<file path="src/rtl/custom_timings.sv">
// Frame geometry and shared types for the super-high-resolution VRAM writer.
// Frame size in 32-bit words drives the write-address wrap point.
package custom_timings;

    typedef struct packed {
        logic [16:0] addr;
        logic [23:0] rgb;
    } shr_wr_entry_t;

    typedef enum logic [1:0] {
        PH_R = 2'd0,
        PH_G = 2'd1,
        PH_B = 2'd2
    } shr_data_phase_t;

    function automatic logic [16:0] PIXEL_WIDTH();
        return 17'd512;
    endfunction

    function automatic logic [16:0] PIXEL_HEIGHT(input logic pal_mode);
        return pal_mode ? 17'd576 : 17'd480;
    endfunction

    // One word holds a 4x4 pixel super-pixel, hence the divide by 4 on each axis.
    function automatic logic [16:0] SHR_FRAME_WORDS(input logic pal_mode);
        return (PIXEL_WIDTH() >> 2) * (PIXEL_HEIGHT(pal_mode) >> 2);
    endfunction

endpackage

</file>
<file path="src/rtl/vdp_shr_write_fifo.sv">
// Small power-of-two FIFO of pending VRAM writes with a combinational head.
// A push is accepted when full only if a pop happens in the same cycle.
module vdp_shr_write_fifo
    import custom_timings::*;
#(
    parameter int DEPTH = 4
) (
    input  logic        clk,
    input  logic        i_srst,
    input  logic        i_flush,
    input  logic        i_push,
    input  logic [40:0] i_push_data,
    input  logic        i_pop,
    output logic        o_full,
    output logic        o_empty,
    output logic [40:0] o_head
);
    localparam int PTR_W = $clog2(DEPTH);
    localparam logic [PTR_W:0] FULL_COUNT = DEPTH[PTR_W:0];

    shr_wr_entry_t      r_mem [DEPTH];
    logic [PTR_W-1:0]   r_rd_ptr;
    logic [PTR_W-1:0]   r_wr_ptr;
    logic [PTR_W:0]     r_count;
    logic               w_pop;
    logic               w_push;

    assign o_empty = (r_count == '0);
    assign o_full  = (r_count == FULL_COUNT);
    assign w_pop   = i_pop & ~o_empty;
    assign w_push  = i_push & (~o_full | w_pop);
    assign o_head  = r_mem[r_rd_ptr];

    always_ff @(posedge clk) begin
        if (w_push) begin
            r_mem[r_wr_ptr] <= i_push_data;
        end
    end

    always_ff @(posedge clk) begin
        if (i_srst || i_flush) begin
            r_rd_ptr <= '0;
            r_wr_ptr <= '0;
            r_count  <= '0;
        end else begin
            if (w_push) r_wr_ptr <= r_wr_ptr + 1'b1;
            if (w_pop)  r_rd_ptr <= r_rd_ptr + 1'b1;
            case ({w_push, w_pop})
                2'b10:   r_count <= r_count + 1'b1;
                2'b01:   r_count <= r_count - 1'b1;
                default: r_count <= r_count;
            endcase
        end
    end
endmodule

</file>
<file path="src/rtl/vdp_super_high_res_writer.sv">
// Host byte-port to VRAM write path for super-high-res mode: assembles R,G,B into words.
// Optional sticky drop flag enabled by SUPER_HIGH_RES_WRITER_OVERFLOW_EN.
module vdp_super_high_res_writer
    import custom_timings::*;
#(
    parameter int FIFO_DEPTH = 4
) (
    input  logic        clk,
    input  logic        reset,
    input  logic        super_high_res,
    input  logic        pal_mode,
    input  logic        cpu_wr,
    input  logic        cpu_port,
    input  logic [7:0]  cpu_data,
    output logic        busy,
    output logic        vram_wr_req,
    output logic [16:0] vram_wr_addr,
    output logic [31:0] vram_wr_data,
`ifdef SUPER_HIGH_RES_WRITER_OVERFLOW_EN
    output logic        overflow,
`endif
    input  logic        vram_wr_ack
);
    shr_data_phase_t r_data_phase;
    shr_data_phase_t w_data_phase_next;
    logic [1:0]      r_addr_phase;
    logic [16:0]     r_wr_addr;
    logic [7:0]      r_red;
    logic [7:0]      r_green;

    logic            w_addr_wr;
    logic            w_data_wr;
    logic            w_push;
    logic            w_load_r;
    logic            w_load_g;
    logic            w_full;
    logic            w_empty;
    logic [16:0]     w_addr_inc;
    logic [16:0]     w_addr_next;
    shr_wr_entry_t   w_push_entry;
    shr_wr_entry_t   w_head_entry;

    assign w_addr_wr = super_high_res & cpu_wr & cpu_port;
    assign w_data_wr = super_high_res & cpu_wr & ~cpu_port;

    always_ff @(posedge clk) begin
        if (reset) r_data_phase <= PH_R;
        else       r_data_phase <= w_data_phase_next;
    end

    always_comb begin
        w_data_phase_next = r_data_phase;
        if (!super_high_res || w_addr_wr) begin
            w_data_phase_next = PH_R;
        end else if (w_data_wr) begin
            case (r_data_phase)
                PH_R:    w_data_phase_next = PH_G;
                PH_G:    w_data_phase_next = PH_B;
                default: w_data_phase_next = PH_R;
            endcase
        end
    end

    always_comb begin
        w_load_r = 1'b0;
        w_load_g = 1'b0;
        w_push   = 1'b0;
        if (w_data_wr) begin
            case (r_data_phase)
                PH_R:    w_load_r = 1'b1;
                PH_G:    w_load_g = 1'b1;
                default: w_push   = 1'b1;
            endcase
        end
    end

    // Wrap exactly at the end of the current frame, not at the 17-bit boundary.
    assign w_addr_inc  = r_wr_addr + 17'd2;
    assign w_addr_next = (w_addr_inc == (SHR_FRAME_WORDS(pal_mode) << 1)) ? '0 : w_addr_inc;

    always_ff @(posedge clk) begin
        if (reset || !super_high_res) begin
            r_addr_phase <= 2'd0;
        end else if (w_addr_wr) begin
            r_addr_phase <= (r_addr_phase == 2'd2) ? 2'd0 : r_addr_phase + 2'd1;
        end
    end

    always_ff @(posedge clk) begin
        if (reset) begin
            r_wr_addr <= '0;
            r_red     <= '0;
            r_green   <= '0;
        end else begin
            if (w_load_r) r_red   <= cpu_data;
            if (w_load_g) r_green <= cpu_data;
            if (w_addr_wr) begin
                case (r_addr_phase)
                    2'd0:    r_wr_addr[7:0]  <= cpu_data;
                    2'd1:    r_wr_addr[15:8] <= cpu_data;
                    default: r_wr_addr[16]   <= cpu_data[0];
                endcase
            end else if (w_push) begin
                r_wr_addr <= w_addr_next;
            end
        end
    end

    assign w_push_entry = '{addr: r_wr_addr, rgb: {r_red, r_green, cpu_data}};

    vdp_shr_write_fifo #(
        .DEPTH (FIFO_DEPTH)
    ) u_fifo (
        .clk         (clk),
        .i_srst      (reset),
        .i_flush     (~super_high_res),
        .i_push      (w_push),
        .i_push_data (w_push_entry),
        .i_pop       (vram_wr_ack),
        .o_full      (w_full),
        .o_empty     (w_empty),
        .o_head      (w_head_entry)
    );

    // Outputs read as zero when nothing is pending so reset leaves a clean bus.
    assign busy         = w_full;
    assign vram_wr_req  = ~w_empty;
    assign vram_wr_addr = w_empty ? '0 : w_head_entry.addr;
    assign vram_wr_data = w_empty ? '0 : {8'h00, w_head_entry.rgb};

`ifdef SUPER_HIGH_RES_WRITER_OVERFLOW_EN
    logic r_overflow;

    always_ff @(posedge clk) begin
        if (reset) begin
            r_overflow <= 1'b0;
        end else if (w_addr_wr) begin
            r_overflow <= 1'b0;
        end else if (w_push && w_full && !(vram_wr_ack && !w_empty)) begin
            r_overflow <= 1'b1;
        end
    end

    assign overflow = r_overflow;
`endif
endmodule

</file>
<file path="config.mk">
export PLATFORM = sky130hd
export DESIGN_NAME = vdp_super_high_res_writer
export DESIGN_NICKNAME = d
export VERILOG_FILES = /design/src/rtl/custom_timings.sv /design/src/rtl/vdp_shr_write_fifo.sv /design/src/rtl/vdp_super_high_res_writer.sv
export SDC_FILE = /design/constraint.sdc
export NUM_CORES = 1
export LEC_CHECK = 0
export ABC_AREA = 1
export CORE_ASPECT_RATIO = 1.5
export CORE_MARGIN = 10
export CORE_UTILIZATION = 50
export CTS_CLUSTER_DIAMETER = 100
export DETAILED_ROUTE_END_ITERATION = 8
export GPL_TIMING_DRIVEN = 0
export PLACE_DENSITY = 0.77
export SLEW_MARGIN = 20
export SYNTH_ARGS = -nofsm -noshare
export SYNTH_HDL_FRONTEND = slang
export SYNTH_SLANG_ARGS = --single-unit
export TNS_END_PERCENT = 100
</file>
<file path="constraint.sdc">
create_clock -name clk -period 4.6 [get_ports clk]
set_input_delay 1.38 -clock clk [delete_from_list [all_inputs] [get_ports clk]]
set_output_delay 1.38 -clock clk [all_outputs]
set_load 0.03 [all_outputs]
</file>
After elaboration in Yosys (flattened, before gate mapping) --
Memory sizes are Yosys's and may differ from the RTL's. A register that Yosys moved wholly into a read port is not among the register bits. Cells that the tools add are included.
Word-level totals: flip-flop bits (word level) 44, memory bits (writable) 164, bits of input ports 15, output and inout bits 51, word-level logic and storage cells 74, memories 1
Memory list:
- u_fifo.r_mem | depth 4, width 41, read ports 1, clocked after Yosys merged registers in 1, wr ports 1, RTL line vdp_shr_write_fifo.sv:21 | shr_wr_entry_t r_mem [DEPTH];
Cells by class: add/subtract/negate cells 6, equal/unequal tests 10, mux-type cells 22, bitwise gates (word level) 10, reductions and logical operators 15
Operators with widths (number):
- 17-bit two-way mux | 4
- 24-bit two-way mux | 1
- 17-bit by 2-bit adder with 17-bit output (second input constant) | 1
- 17-bit by 16-bit equality test with 1-bit output | 1
- 8-bit two-way mux | 2
- 10-bit two-way mux | 1
- 1-bit two-way mux | 9
- 2-bit by 1-bit adder with 2-bit output (second input constant) | 3
- 2-bit by 1-bit equality test with 1-bit output (second input constant) | 3
- 2-bit two-way mux | 3
- 3-bit case mux with 2 select lines | 1
- 2-bit AND reduction | 3
- 2-bit OR reduction | 3
- 1-bit bitwise AND | 5
- 2-bit equality test (second input constant) | 2
- 2-bit zero test | 2
- 2-bit by 1-bit != test with 1-bit output (second input constant) | 2
- 1-bit inverter | 4
- 2-bit case mux with 2 select lines | 1
- 2-bit nonzero test | 2
- 3-bit by 1-bit adder with 3-bit output (second input constant) | 1
- 3-bit equality test (second input constant) | 1
- 3-bit zero test | 1
- 1-bit logical OR | 3
- other kinds (4) | 4

Logic depth before layout (Yosys ltp) --
depth in word-level cells 7, gate-level depth with buffers 15, depth with buffers taken out 15

Cells and area by module --
A second synthesis with hierarchy kept.
Unflattened totals: cells, all modules 857, area, all modules 8889.8 µm²
Modules (own cells, without submodules):
- vdp_shr_write_fifo | instances 1, cells an instance 461, area an instance 6528.8 µm², sequential area each 5104.9 µm²
- vdp_super_high_res_writer | instances 1, cells an instance 396, area an instance 2361.0 µm², sequential area each 740.7 µm²

Worst setup path after synthesis --
Ideal clock, no wire load.
path type in2reg, start input port cpu_wr, end memory u_fifo.r_mem[0][0] (netlist name), enable pin, setup time 439 ps, arrival time 3774 ps, required time 4161 ps, slack 387 ps, cell stages on the path 6, buffers on the path 0, cells stage by stage inv_1 > nor3_1 > nand2_1 > a21oi_1 > inv_1 > nor2_1
On the way: cells in the longest elaborated chain, start to end 6
RTL lines:
- from (decl) | RTL line vdp_super_high_res_writer.sv:12 | input logic cpu_wr,
- 1-bit bitwise AND (2 in series) | RTL line vdp_super_high_res_writer.sv:44 | assign w_data_wr = super_high_res & cpu_wr & ~cpu_port;
- 1-bit two-way mux | RTL line vdp_super_high_res_writer.sv:68 | if (w_data_wr) begin
- 1-bit bitwise AND | RTL line vdp_shr_write_fifo.sv:31 | assign w_push = i_push & (~o_full | w_pop);
- 1-bit two-way mux | RTL line vdp_shr_write_fifo.sv:35 | if (w_push) begin
- 1-bit two-way mux (not written as such) | RTL line vdp_shr_write_fifo.sv:36 | r_mem[r_wr_ptr] <= i_push_data;
- to (decl) | RTL line vdp_shr_write_fifo.sv:21
No other way between the ends.

==> out/qor.txt <==
Status: complete, no violations
Vias in the first global route: 6265
Largest net degree at the start of global routing: 24
Initial antenna violation count: 0
Peak supply drop: 0.196 mV
Area Overhead vs Synth: 18.2%
Fill cell count: 1351
Worst Skew: 0.0109 ns
Final Util: 60.1%
Synth area leaders: edfxtp_1 (56%), dfxtp_1 (10%), nor2_1 (9.4%)
Fin crit period: 4.42 ns
Switching share of total power: 19.7%
Sequential Power Share: 56.2%
Dpl hpwl: 14400 um
Area of the multi-input gates: 2680 um^2
CTS tree: built
Crit. End Element: output port
Total routed wirelength: 21600 um
Buffers on Ports: 57
Register area share after synthesis: 66.0%
Int Power: 2930 uW
Hold WC Path Type: reg -> reg
Post-synth top area cell: edfxtp_1
Commonest non-fill, non-tap cells in the layout: nor2_1 (217), edfxtp_1 (164), o21ai_0 (122), nand2_1 (72), a21oi_1 (59)
Post-synthesis average cell area: 10.3 um^2
Crit start category: flop
Post-route insts no fill: 1176
Average wire per cell in the routed design: 18.3 um
Initial DRC Count: 578
Slew HR: 47.6%
CTS root buffer: clkbuf_16
Gpl congestion: 0.988
Final Cycle Share: 96.1%
Num CTS Buffers: 19
Pwr/cell area: 349 nW/um^2
Net Sw Power: 719 uW
Post_cts resized: 0
Die area: 23600 um^2
CTS max path bufs: 3
RSZ-0062 raised after global routing: no
Die Y: 183 um
Vias: 6374
Nets: 973
Final-report hold violation count: 0
Initial Util: 50.9%
Sequential Area: 5850 um^2
Share of layout cells above drive strength 1: 7.89%
Synthesized area: 8860 um^2
CTS clock-pin slew for the worst setup and hold paths: 0.07 ns
DRC: 0
Most common cell after layout, fill and taps aside: nor2_1
Final setup fails: 0
Slew @ Worst Pin: 0.785 ns
Worst path required time: 3.22 ns
Worst skew pair latency: 0.49 ns
Setup bufs post-CTS: 0
H-Tree Depth: 1
Drt pass-1 iters: 5
Total track usage: 17.8%
Ys async rst share: 0%
WS Path Type: reg -> out
Distinct cells, synth: 33
Total gr overflow: 0
Sink Count: 210
Dominant synthesized flop cell: edfxtp_1
Critical-path maximum fanout: 10
Met2 wire len: 11900 um
Die width: 129 um
Io pins: 66
Max layer used: met4
Syn. warnings: 0
Met3 WL: 1190 um
Via density: 5.42
Max cap viols: 0
Leak: 0.00370 uW
Site Rows: 59
Clk pwr share: 41.5%
Slew Viols, Final: 0
Power share of the combinational group: 2.3%
Number of synthesized flops with an enable pin: 164
Met1 Wirelength: 8070 um
Syn Inst Count: 861
Post-CTS Hold Buffers: 0
Ant. Diodes: 0
Max Clock Freq: 226 MHz
First-pass GRT wire length: 33200 um
CP arrival: 3.04 ns
Core area: 17400 um^2
Detail Route Antenna Nets: 0
Yosys top cell area share: 55.6%
Register bit total from synthesis: 210
Post-Place Cells: 1143
-- metrics by stage --
| step | cell area (um^2) | hold slack (ns) | setup WS [ns] | power, uW | TNS, ns |
|---|---|---|---|---|---|
| after floorplan | 8890 | 0.436 | 0.387 | 2140 | 0 |
| after global placement | 9730 | 0.454 | -1.82 | 2170 | -285.61 |
| after detailed placement | 9880 | 0.464 | 0.343 | 2180 | 0 |
| after CTS | 10500 | 0.467 | 0.130 | 3670 | 0 |
| after global routing | 10500 | 0.503 | 0.0116 | 3750 | 0 |
| final | 10500 | 0.475 | 0.180 | 3650 | 0 |
-- synth_stat cells, types with 5 or more instances --
| master | number |
|---|---|
| nand2_2 | 5 |
| clkbuf_1 | 33 |
| buf_4 | 10 |
| nand2_1 | 72 |
| nand3_1 | 13 |
| a31oi_1 | 14 |
| a21oi_1 | 59 |
| ha_1 | 6 |
| nand3_2 | 5 |
| nor2_1 | 221 |
| dfxtp_1 | 46 |
| inv_1 | 46 |
| nor2_4 | 5 |
| edfxtp_1 | 164 |
| o21ai_0 | 122 |
| nand4_1 | 8 |
-- sequential cells by signal (all words and copies together) (netlist names), named ones only --
| name | cells |
|---|---|
| r_wr_addr | 17 |
| u_fifo.r_count | 3 |
| r_red | 8 |
| u_fifo.r_mem | 164 |
| r_addr_phase | 2 |
| r_data_phase | 2 |
| r_green | 8 |
| u_fifo.r_rd_ptr | 2 |
| u_fifo.r_wr_ptr | 2 |
-- per-layer routing --
metal | track usage [%] | up-vias
li1 | - | 3122
met1 | 19.7 | 3021
met2 | 34.1 | 199
met3 | 2.22 | 32
met4 | 5.98 | 0
met5 | 0 | -
-- power by group through the flow --
stage	Combinational, uW	Clock [uW]	Sequential [uW]
after detailed placement	80.5	0	2100
after floorplan	48.3	0	2090
after global routing	89.7	1600	2050
final	82.6	1520	2050
after CTS	81.2	1530	2050
after global placement	79.2	0	2090
-- critical path, stage by stage, from the launching register on --
cell	delay (ns)
dfxtp_1	0.33
clkbuf_1	0.39
clkbuf_1	0.46
nor2_1	0.10
nor2_1	0.15
o21ai_0	0.12
a21oi_1	0.27
clkdlybuf4s50_1	0.73
-- final cells by class --
| class | instances | share of cell area [%] |
|---|---|---|
| buffer | 46 | 2.02 |
| clock buffer | 27 | 5.11 |
| clock inverter | 6 | 0.526 |
| inverter | 51 | 1.83 |
| multi-input combinational | 561 | 25.5 |
| sequential | 210 | 55.8 |
| tap | 213 | 2.54 |
| timing repair buffer | 62 | 6.62 |
-- kinds of logic (layout without fill, tap and decap cells) --
logic type | Yosys count | count (layout) | synth area share (%)
AO/OA/AOI/OAI | 200 | 200 | 11.5
XOR/XNOR | 1 | 1 | 0.0988
adder cells (fa/ha/maj) | 7 | 7 | 1.07
buffers and inverters | 97 | 192 | 4.55
flip-flops | 210 | 210 | 66.0
other | 1 | 8 | 0.0423
AND/OR/NAND/NOR | 345 | 345 | 16.7
-- final timing paths --
check,startpoint,to,slack [ns],depth (start not counted)
setup / recovery,flop,vram_wr_addr[9],0.18,7
hold / removal,u_fifo.r_rd_ptr[1]$_SDFFE_PP0P_,flop,0.48,2
setup reg to reg,u_fifo.r_count[2]$_SDFFE_PP0P_,u_fifo.r_count[2]$_SDFFE_PP0P_,2.22,11
hold reg to reg,u_fifo.r_rd_ptr[1]$_SDFFE_PP0P_,flop,0.48,2
No activity file was read; power rests on OpenSTA's default activity.
